File: config.mk
export PLATFORM = sky130hd
export DESIGN_NAME = soric_wb_multicore_bridge
export DESIGN_NICKNAME = d
export VERILOG_FILES = /design/src/rtl/soric_wb_multicore_bridge.sv
export SDC_FILE = /design/constraint.sdc
export NUM_CORES = 1
export LEC_CHECK = 0
export BUFFER_PORTS_ARGS = -buffer_cell sky130_fd_sc_hd__buf_2
export CORE_AREA = 3 3 125 127
export DETAILED_ROUTE_END_ITERATION = 16
export DIE_AREA = 0 0 128 130
export GPL_TIMING_DRIVEN = 0
export PLACE_DENSITY = 0.74
export SYNTH_ARGS = -nofsm -noshare
export SYNTH_HDL_FRONTEND = slang
export SYNTH_SLANG_ARGS = --single-unit
export TNS_END_PERCENT = 10
File: constraint.sdc
create_clock -name wb_clk_i -period 5.3 [get_ports wb_clk_i]
set_input_delay 1.06 -clock wb_clk_i [delete_from_list [all_inputs] [get_ports wb_clk_i]]
set_output_delay 1.06 -clock wb_clk_i [all_outputs]
set_load 0.02 [all_outputs]
File: src/rtl/soric_wb_multicore_bridge.sv
`timescale 1ns/1ps
// ---------------------------------------------------------------------------
// soric_wb_multicore_bridge
// Wishbone fan-out from the Caravel management slave port to NUM_CORES
// soric_core ports. The address decode is registered, each access has a
// timeout, and unmapped or timed-out accesses are still acknowledged with
// marker data. Core interrupts are folded onto the Caravel user IRQ lines.
//
// Optional feature macro: SORIC_BRIDGE_STATUS_EN
//   When defined, core index NUM_CORES (with BASE_HI matched) selects an
//   internal status register holding a timeout count, the last timed-out
//   index and the sticky timeout flag. A write with sel[0]=1 clears them.
//   When undefined, that index is unmapped and the sticky flag clears only
//   on reset.
// ---------------------------------------------------------------------------
module soric_wb_multicore_bridge #(
    parameter int         NUM_CORES = 4,
    parameter logic [7:0] BASE_HI   = 8'h30,
    parameter int         SEL_LSB   = 16,
    parameter int         TIMEOUT   = 255
) (
    input  logic                      wb_clk_i,
    input  logic                      wb_rst_ni,
    input  logic                      wbs_stb_i,
    input  logic                      wbs_cyc_i,
    input  logic                      wbs_we_i,
    input  logic [3:0]                wbs_sel_i,
    input  logic [31:0]               wbs_dat_i,
    input  logic [31:0]               wbs_adr_i,
    output logic                      wbs_ack_o,
    output logic [31:0]               wbs_dat_o,
    output logic [NUM_CORES-1:0]      m_cyc_o,
    output logic [NUM_CORES-1:0]      m_stb_o,
    output logic                      m_we_o,
    output logic [3:0]                m_sel_o,
    output logic [31:0]               m_adr_o,
    output logic [31:0]               m_dat_o,
    input  logic [32*NUM_CORES-1:0]   m_dat_i,
    input  logic [NUM_CORES-1:0]      m_ack_i,
    input  logic [NUM_CORES-1:0]      core_irq_i,
    output logic [2:0]                user_irq_o
);

    localparam int          IDXW           = $clog2(NUM_CORES + 1);
    localparam logic [31:0] NCORES_W       = 32'(NUM_CORES);
    localparam logic [15:0] TIMEOUT_W      = 16'(TIMEOUT);
    localparam logic [31:0] RDATA_UNMAPPED = 32'hBADA_DD00;
    localparam logic [31:0] RDATA_TIMEOUT  = 32'hDEAD_DEAD;

    typedef enum logic [1:0] {
        ST_IDLE = 2'd0,
        ST_REQ  = 2'd1,
        ST_RESP = 2'd2
    } state_t;

    // One-hot core strobe vector for a core index; out-of-range gives zero.
    function automatic logic [NUM_CORES-1:0] idx_onehot(input logic [IDXW-1:0] idx);
        logic [NUM_CORES-1:0] oh;
        oh = '0;
        for (int k = 0; k < NUM_CORES; k++) begin
            if (idx == IDXW'(k)) begin
                oh[k] = 1'b1;
            end else begin
                oh[k] = 1'b0;
            end
        end
        return oh;
    endfunction

    state_t                 state_r;
    state_t                 state_nxt_s;

    logic [IDXW-1:0]        adr_idx_s;
    logic [31:0]            idx_ext_s;
    logic                   base_hit_s;
    logic                   mapped_s;
    logic                   status_hit_s;
    logic [31:0]            status_word_s;
    logic                   req_s;
    logic                   accept_s;
    logic                   core_ack_s;
    logic [31:0]            core_rdata_s;
    logic                   to_hit_s;
    logic                   ack_evt_s;
    logic                   to_evt_s;
    logic [IDXW-1:0]        idx_nxt_s;
    logic [NUM_CORES-1:0]   stb_nxt_s;
    logic [31:0]            rdata_nxt_s;

    logic [IDXW-1:0]        idx_r;
    logic [31:0]            adr_r;
    logic [31:0]            dat_r;
    logic [3:0]             sel_r;
    logic                   we_r;
    logic [NUM_CORES-1:0]   stb_r;
    logic                   ack_r;
    logic [31:0]            rdata_r;
    logic [15:0]            cnt_r;
    logic                   sticky_r;
    logic                   irq_or_r;

    assign adr_idx_s  = wbs_adr_i[SEL_LSB +: IDXW];
    assign idx_ext_s  = {{(32-IDXW){1'b0}}, adr_idx_s};
    assign base_hit_s = (wbs_adr_i[31:24] == BASE_HI);
    assign mapped_s   = base_hit_s && (idx_ext_s < NCORES_W);
    assign req_s      = wbs_cyc_i && wbs_stb_i;
    assign accept_s   = (state_r == ST_IDLE) && req_s;
    assign to_hit_s   = (cnt_r == TIMEOUT_W);
    // Abort (cyc dropped) takes priority; an ack beats a same-cycle timeout.
    assign ack_evt_s  = (state_r == ST_REQ) && wbs_cyc_i && core_ack_s;
    assign to_evt_s   = (state_r == ST_REQ) && wbs_cyc_i && !core_ack_s && to_hit_s;

`ifdef SORIC_BRIDGE_STATUS_EN
    logic [15:0]     to_count_r;
    logic [IDXW-1:0] last_to_idx_r;
    logic            status_clr_s;

    assign status_hit_s  = base_hit_s && (idx_ext_s == NCORES_W);
    assign status_clr_s  = accept_s && status_hit_s && wbs_we_i && wbs_sel_i[0];
    assign status_word_s = {to_count_r, {(8-IDXW){1'b0}}, last_to_idx_r, 7'b0, sticky_r};

    // Saturating timeout count and last timed-out core index, clearable by write.
    always_ff @(posedge wb_clk_i or negedge wb_rst_ni) begin
        if (!wb_rst_ni) begin
            to_count_r    <= 16'd0;
            last_to_idx_r <= '0;
        end else if (to_evt_s) begin
            to_count_r    <= (to_count_r == 16'hFFFF) ? to_count_r : to_count_r + 16'd1;
            last_to_idx_r <= idx_r;
        end else if (status_clr_s) begin
            to_count_r    <= 16'd0;
            last_to_idx_r <= '0;
        end else begin
            to_count_r    <= to_count_r;
            last_to_idx_r <= last_to_idx_r;
        end
    end

    // Sticky timeout flag: set by any timeout, cleared by a status write.
    always_ff @(posedge wb_clk_i or negedge wb_rst_ni) begin
        if (!wb_rst_ni) begin
            sticky_r <= 1'b0;
        end else if (to_evt_s) begin
            sticky_r <= 1'b1;
        end else if (status_clr_s) begin
            sticky_r <= 1'b0;
        end else begin
            sticky_r <= sticky_r;
        end
    end
`else
    assign status_hit_s  = 1'b0;
    assign status_word_s = 32'h0000_0000;

    // Sticky timeout flag: set by any timeout, cleared only by reset.
    always_ff @(posedge wb_clk_i or negedge wb_rst_ni) begin
        if (!wb_rst_ni) begin
            sticky_r <= 1'b0;
        end else if (to_evt_s) begin
            sticky_r <= 1'b1;
        end else begin
            sticky_r <= sticky_r;
        end
    end
`endif

    // Select the ack and read data of the currently addressed core.
    always_comb begin
        core_ack_s   = 1'b0;
        core_rdata_s = 32'h0000_0000;
        for (int k = 0; k < NUM_CORES; k++) begin
            if (idx_r == IDXW'(k)) begin
                core_ack_s   = m_ack_i[k];
                core_rdata_s = m_dat_i[32*k +: 32];
            end else begin
                core_ack_s   = core_ack_s;
                core_rdata_s = core_rdata_s;
            end
        end
    end

    // FSM state register.
    always_ff @(posedge wb_clk_i or negedge wb_rst_ni) begin
        if (!wb_rst_ni) begin
            state_r <= ST_IDLE;
        end else begin
            state_r <= state_nxt_s;
        end
    end

    // FSM next-state logic.
    always_comb begin
        state_nxt_s = ST_IDLE;
        case (state_r)
            ST_IDLE: begin
                if (req_s) begin
                    state_nxt_s = mapped_s ? ST_REQ : ST_RESP;
                end else begin
                    state_nxt_s = ST_IDLE;
                end
            end
            ST_REQ: begin
                if (!wbs_cyc_i) begin
                    state_nxt_s = ST_IDLE;
                end else if (core_ack_s || to_hit_s) begin
                    state_nxt_s = ST_RESP;
                end else begin
                    state_nxt_s = ST_REQ;
                end
            end
            ST_RESP: state_nxt_s = ST_IDLE;
            default: state_nxt_s = ST_IDLE;
        endcase
    end

    // FSM output logic: next response data and next core strobe vector.
    always_comb begin
        idx_nxt_s   = idx_r;
        rdata_nxt_s = rdata_r;
        case (state_r)
            ST_IDLE: begin
                if (req_s) begin
                    idx_nxt_s = adr_idx_s;
                    if (status_hit_s) begin
                        rdata_nxt_s = status_word_s;
                    end else if (!mapped_s) begin
                        rdata_nxt_s = RDATA_UNMAPPED;
                    end else begin
                        rdata_nxt_s = rdata_r;
                    end
                end else begin
                    idx_nxt_s = idx_r;
                end
            end
            ST_REQ: begin
                if (ack_evt_s) begin
                    rdata_nxt_s = core_rdata_s;
                end else if (to_evt_s) begin
                    rdata_nxt_s = RDATA_TIMEOUT;
                end else begin
                    rdata_nxt_s = rdata_r;
                end
            end
            default: rdata_nxt_s = rdata_r;
        endcase
        stb_nxt_s = (state_nxt_s == ST_REQ) ? idx_onehot(idx_nxt_s) : '0;
    end

    // Latch the accepted request onto the shared downstream bus.
    always_ff @(posedge wb_clk_i or negedge wb_rst_ni) begin
        if (!wb_rst_ni) begin
            idx_r <= '0;
            adr_r <= 32'h0000_0000;
            dat_r <= 32'h0000_0000;
            sel_r <= 4'h0;
            we_r  <= 1'b0;
        end else if (accept_s) begin
            idx_r <= adr_idx_s;
            adr_r <= wbs_adr_i;
            dat_r <= wbs_dat_i;
            sel_r <= wbs_sel_i;
            we_r  <= wbs_we_i;
        end else begin
            idx_r <= idx_r;
            adr_r <= adr_r;
            dat_r <= dat_r;
            sel_r <= sel_r;
            we_r  <= we_r;
        end
    end

    // Registered strobe, upstream ack and response data.
    always_ff @(posedge wb_clk_i or negedge wb_rst_ni) begin
        if (!wb_rst_ni) begin
            stb_r   <= '0;
            ack_r   <= 1'b0;
            rdata_r <= 32'h0000_0000;
        end else begin
            stb_r   <= stb_nxt_s;
            ack_r   <= (state_nxt_s == ST_RESP);
            rdata_r <= rdata_nxt_s;
        end
    end

    // Per-access wait counter, restarted on acceptance and frozen at TIMEOUT.
    always_ff @(posedge wb_clk_i or negedge wb_rst_ni) begin
        if (!wb_rst_ni) begin
            cnt_r <= 16'd0;
        end else if (accept_s) begin
            cnt_r <= 16'd0;
        end else if ((state_r == ST_REQ) && !to_hit_s) begin
            cnt_r <= cnt_r + 16'd1;
        end else begin
            cnt_r <= cnt_r;
        end
    end

    // Registered OR of the core interrupt lines.
    always_ff @(posedge wb_clk_i or negedge wb_rst_ni) begin
        if (!wb_rst_ni) begin
            irq_or_r <= 1'b0;
        end else begin
            irq_or_r <= |core_irq_i;
        end
    end

    assign m_cyc_o    = stb_r;
    assign m_stb_o    = stb_r;
    assign m_we_o     = we_r;
    assign m_sel_o    = sel_r;
    assign m_adr_o    = adr_r;
    assign m_dat_o    = dat_r;
    assign wbs_ack_o  = ack_r;
    assign wbs_dat_o  = rdata_r;
    assign user_irq_o = {1'b0, sticky_r, irq_or_r};

endmodule

# Word-level counts from Yosys, hierarchy flattened
# Cells that the tools add are included.
dict set report op_classes {
  n_addsub 1
  order_cmp 1
  n_eq_ne 14
  mux 27
  n_reduce_logical 18
}
# operator n
set ops {}
lappend ops {{$mux 32} 8}
lappend ops {{$pmux 32 s2} 1}
lappend ops {{$mux 16} 2}
lappend ops {{$add 16x1->16 const B} 1}
lappend ops {{$eq 16x8->1 const B} 1}
lappend ops {{$eq 3x2->1 const B} 4}
lappend ops {{$eq 8x6->1 const B} 1}
lappend ops {{$logic_and 1x1->1} 8}
lappend ops {{$mux 1} 8}
lappend ops {{$mux 2} 4}
lappend ops {{$eq 3x1->1 const B} 2}
lappend ops {{$logic_not 3->1} 2}
lappend ops {{$mux 3} 2}
lappend ops {{$eq 2x1->1 const B} 2}
lappend ops {{$mux 4} 1}
lappend ops {{$ne 2x2->1 const B} 2}
lappend ops {{$pmux 2 s2} 1}
lappend ops {{$reduce_and 4->1} 1}
lappend ops {{$reduce_bool 2->1} 2}
lappend ops {{$reduce_or 4->1} 1}
lappend ops {{$lt 3x3->1 const B} 1}
lappend ops {{$ne 3x3->1 const B} 1}
lappend ops {{$eq 2x2->1 const B} 1}
lappend ops {{$logic_not 1->1} 2}
lappend ops {{2 further kinds} 2}
dict set report word_totals {
  reg_bits 129
  in_bits 209
  elab_cells 73
}

# Logic depth before layout (Yosys ltp)
dict set report depth {
  word_depth 11
  ltp_mapped 7
}

# Worst setup path before layout
# Ideal clock, no wire load.
dict set report synth_path {
  path_type {in2reg}
  from {in wbs_adr_i[31]}
  to {reg rdata_r[10] (netlist: wbs_dat_o[10])}
  setup_time_ns 0.122
  arrival_time_ns 2.317
  slack_ns 2.861
  path_stages 5
  cell_sequence {or4b_4 -> o31a_1 -> a21oi_4 -> buf_6 -> a2bb2oi_1}
}
dict set report synth_between {
  elab_chain_len 4
}
# element line_no
set synth_rtl {}
lappend synth_rtl {{start: declaration} 29} ;# input logic [31:0] wbs_adr_i,
lappend synth_rtl {{$eq 8x6->1} 104} ;# assign base_hit_s = (wbs_adr_i[31:24] == BASE_HI);
lappend synth_rtl {{$logic_and 1x1->1} 105} ;# assign mapped_s = base_hit_s && (idx_ext_s < NCORES_W);
lappend synth_rtl {{$ne 2x2->1 (no source line)} n/a}
lappend synth_rtl {{$reduce_and 4->1 (no source line)} n/a}
lappend synth_rtl {{end signal: assignment} 281} ;# rdata_r <= rdata_nxt_s;
lappend synth_rtl {{end: declaration} 97} ;# logic [31:0] rdata_r;
# No other way between the ends.
# A chain may end at the register's enable or synchronous reset.

# Final worst setup path
dict set report layout_path {
  from {in wbs_adr_i[31]}
  to {reg rdata_r[28] (netlist: wbs_dat_o[28])}
}
# Same word-level chain as after synthesis.

==> flow_summary.yaml <==
worst_setup_path:
  cp.required_ns: 5.60
  crit_fanout: 10
  critPathArrivalTime_ns: 2.61
  r2r_cells: 4
  setup.worst_path.class: "primary input to flop"
  regToRegSetupSlack_ns: 3.24
  cp_slowest_cell: "or4b_4"
  critPathMaxStageDelay_ns: 0.56
  timing.rr.end: "m_cyc_o[3]"
  worstPathCellList: "buf_2, or4b_4, o31a_1, a21oi_4, buf_6, a2bb2oi_1"
  r2r_start: "cnt_r[12]"
  crit_path_end_kind: "flop"
  critPathLaunchType: "primary input"
power_and_ir_drop:
  p_total_mw: 2.94
  p_sw_share_pct: 28.6
  ir_worst_vdd_v: 0.000218
  power.density_nw_per_um2: 339
  internal_power_mw: 2.10
  pwr-share-clk_pct: 41.4
  p_sw_uw: 841
  combinationalPowerShare_pct: 21.5
  p_leak_nw: 4.54
  pwr-share-seq_pct: 37.0
final_layout:
  drive_gt1_share_pct: 44.0
  area_growth_pct: 40.4
  fin_nets: 1161
  fin_util_pct: 59.7
  layoutNonFillerInstCount: 1149
  fill_cells: 1297
detailed_routing:
  met1Wirelength_microns: 7840
  routed_wl_microns: 19400
  via_per_inst: 5.12
  wire_per_inst_microns: 16.9
  drcViolationCount: 0
  dr.pass1.iters: 5
  vias: 5887
  ant_nets: 0
  dr_wl_met3_microns: 1090
  wl_met2_microns: 10000
  top_layer: "met4"
  drt-initial-drc-count: 262
floorplanning:
  die_w_microns: 128
  die_y_microns: 130
  start_util_pct: 42.5
  core_area_sq_um: 14500
  ioPinCount: 322
  fp-row-count: 44
  dieArea_sq_um: 16600
synthesis:
  syn-mean-instance-area_sq_um: 10.1
  yosysMostFrequentCell: "nand2_1"
  synth_edf_count: 0
  synth_warnings: 0
  synthCells: 611
  ys.flop_type: "dfrtp_1"
  synth_area_leaders: "dfrtp_1, nand2_1, mux4_2"
  synthDistinctLibCells: 51
  synthArstFlopShare_pct: 100
  synthesis.area_sq_um: 6180
  ys_seq_area_share_pct: 51.0
  synthTopCellsByCount: "nand2_1, dfrtp_1, mux4_2, a2bb2oi_1"
  ys_ff_latch: 126
  synth.top_cell.area_share_pct: 51.0
  synth_nets: 821
  synth_area_leader_cell: "dfrtp_1"
global_route:
  grt_pass1_wl_microns: 29800
  grt_usage_pct: 22.9
  antenna_found_initial: 0
  grt.overflow.total: 0
  grt_max_degree: 97
  grt_pass1_vias: 5808
worst_hold_path:
  holdPathStages: 2
  min-delay-start: "m_dat_o[0]"
  min_path_type: "flop to flop"
  min_to: "m_dat_o[0]"
sta:
  final-setup-viol-count: 0
  hold_viol: 0
  fin_crit_sh_pct: 43.7
  period_needed_ns: 2.32
  fmax_ghz: 0.432
  holdWs_ns: 0.466
  drv_slew: 0
  relSlewSlack_pct: 56.5
  rsz0062_at_grt: "no"
  worst_slew_pin_slew_ns: 0.652
  fin_setup_tns_ns: 0
  fin_skew_ns: 0.00765
clock_network:
  clk_pin_slew_ns: 0.06
  cts-root-buf: "clkbuf_16"
  insertion_delay_ns: 0.41
  clock_path_buffers: 2
  cts_tree: "done"
  cts_resized: 0
  hold_buffers: 0
  htreeDepth: 4
  numCtsBuffers: 17
  cts_sinks: 126
  post_cts_buffers: 0
place:
  hpwlAfterDp_microns: 15300
  placed_cells_incl_taps: 1116
  gp_congestion: 0.846
  port_buffers: 320
run_status:
  status: "finished, final reports clean"
flow_run:
  maxCapViolCount: 0
-- cell families after synthesis --
family                     share of synthesized area [%]
buffers and inverters                               4.60
xor gates and xnor gates                           0.567
adders and majority gates                          0.202
other                                             0.0607
and+or+nand+nor                                     21.5
AOI/OAI and AO/OA                                   9.21
DFF                                                 51.0
muxes                                               12.9
-- worst max-delay path by stage --
stage / startpoint / to / cells after the start / slack, ns
finish: wbs_adr_i[31] / wbs_dat_o[28] / 6 / 2.98
global route: wbs_stb_i / m_adr_o[10] / 7 / 2.83
CTS: wbs_adr_i[31] / wbs_dat_o[28] / 6 / 2.99
detailed placement: wbs_adr_i[31] / wbs_dat_o[31] / 6 / 2.56
global placement: wb_rst_ni / m_adr_o[8] / 1 / 1.47
floorplan: wbs_adr_i[31] / wbs_dat_o[10] / 5 / 2.86
-- registers in the layout (all words and copies together) (netlist names) --
signal / cells
m_dat_o: 32
wbs_dat_o: 32
m_adr_o: 30
cnt_r: 16
m_cyc_o: 4
m_sel_o: 4
idx_r: 2
state_r: 2
irq_or_r: 1
m_we_o: 1
sticky_r: 1
wbs_ack_o: 1
-- power groups by stage --
stage	clock network [mW]	registers (mW)	logic (mW)
floorplan	0	1.20	0.277
global placement	0	1.10	0.630
detailed placement	0	1.11	0.639
CTS	1.24	1.09	0.641
global route	1.28	1.10	0.691
finish	1.22	1.09	0.632
-- cells in the final DEF (no fill, tap or decap), types with 3 or more instances in the layout --
| cell | Yosys | routed |
|---|---|---|
| nand2b_1 | 4 | 4 |
| clkinv_4 | 0 | 4 |
| mux4_2 | 32 | 32 |
| xnor2_1 | 4 | 4 |
| o32ai_1 | 5 | 5 |
| nor2b_1 | 13 | 13 |
| o21ai_0 | 7 | 7 |
| clkbuf_16 | 0 | 17 |
| bufinv_16 | 0 | 3 |
| nand4_1 | 5 | 5 |
| clkbuf_8 | 0 | 3 |
| buf_2 | 8 | 327 |
| nor4_1 | 3 | 3 |
| nor3_1 | 5 | 5 |
| a21oi_1 | 17 | 17 |
| buf_4 | 13 | 13 |
| a2bb2oi_1 | 22 | 22 |
| or2_2 | 5 | 5 |
| o31ai_1 | 4 | 4 |
| buf_1 | 10 | 10 |
| mux2i_1 | 4 | 4 |
| mux2_2 | 3 | 3 |
| nor2_1 | 17 | 17 |
| inv_1 | 12 | 12 |
| or4_1 | 4 | 4 |
| clkbuf_1 | 14 | 14 |
| nand3_1 | 10 | 10 |
| dfrtp_1 | 126 | 126 |
| o22ai_1 | 5 | 5 |
| nand2_1 | 224 | 224 |
-- critical path: cells and delay by family --
kind	cells	cell delay, ns
AOI/OAI and AO/OA	3	0.70
buffers and inverters	2	0.29
and+or+nand+nor	1	0.56
-- routing by layer --
layer  track usage (%)  vias to the layer above
met4              7.80                        0
met1              29.3                     2838
met3              3.85                       26
li1                  -                     2790
met2              39.9                      233
met5                 0                        -
-- layout make-up --
cell class,instances,area (sq um),share of cell area [%]
diodes,1,2.50,0.0289
plain buffers,46,239,2.76
clock buffers,20,467,5.38
clock inverters,12,159,1.83
inverters,12,45.0,0.519
multi-input cells,427,2740,31.6
flip-flops and latches,126,3150,36.4
well taps,184,230,2.65
repair buffers,321,1640,18.9
-- stage by stage --
stage                     worst slack [ns]  area, sq um
after floorplan                       2.86         6180
after global placement                1.47         8010
after detailed placement              2.56         8050
after CTS                             2.99         8670
after global routing                  2.83         8670
final                                 2.98         8670
No activity file was read; power rests on OpenSTA's default activity.
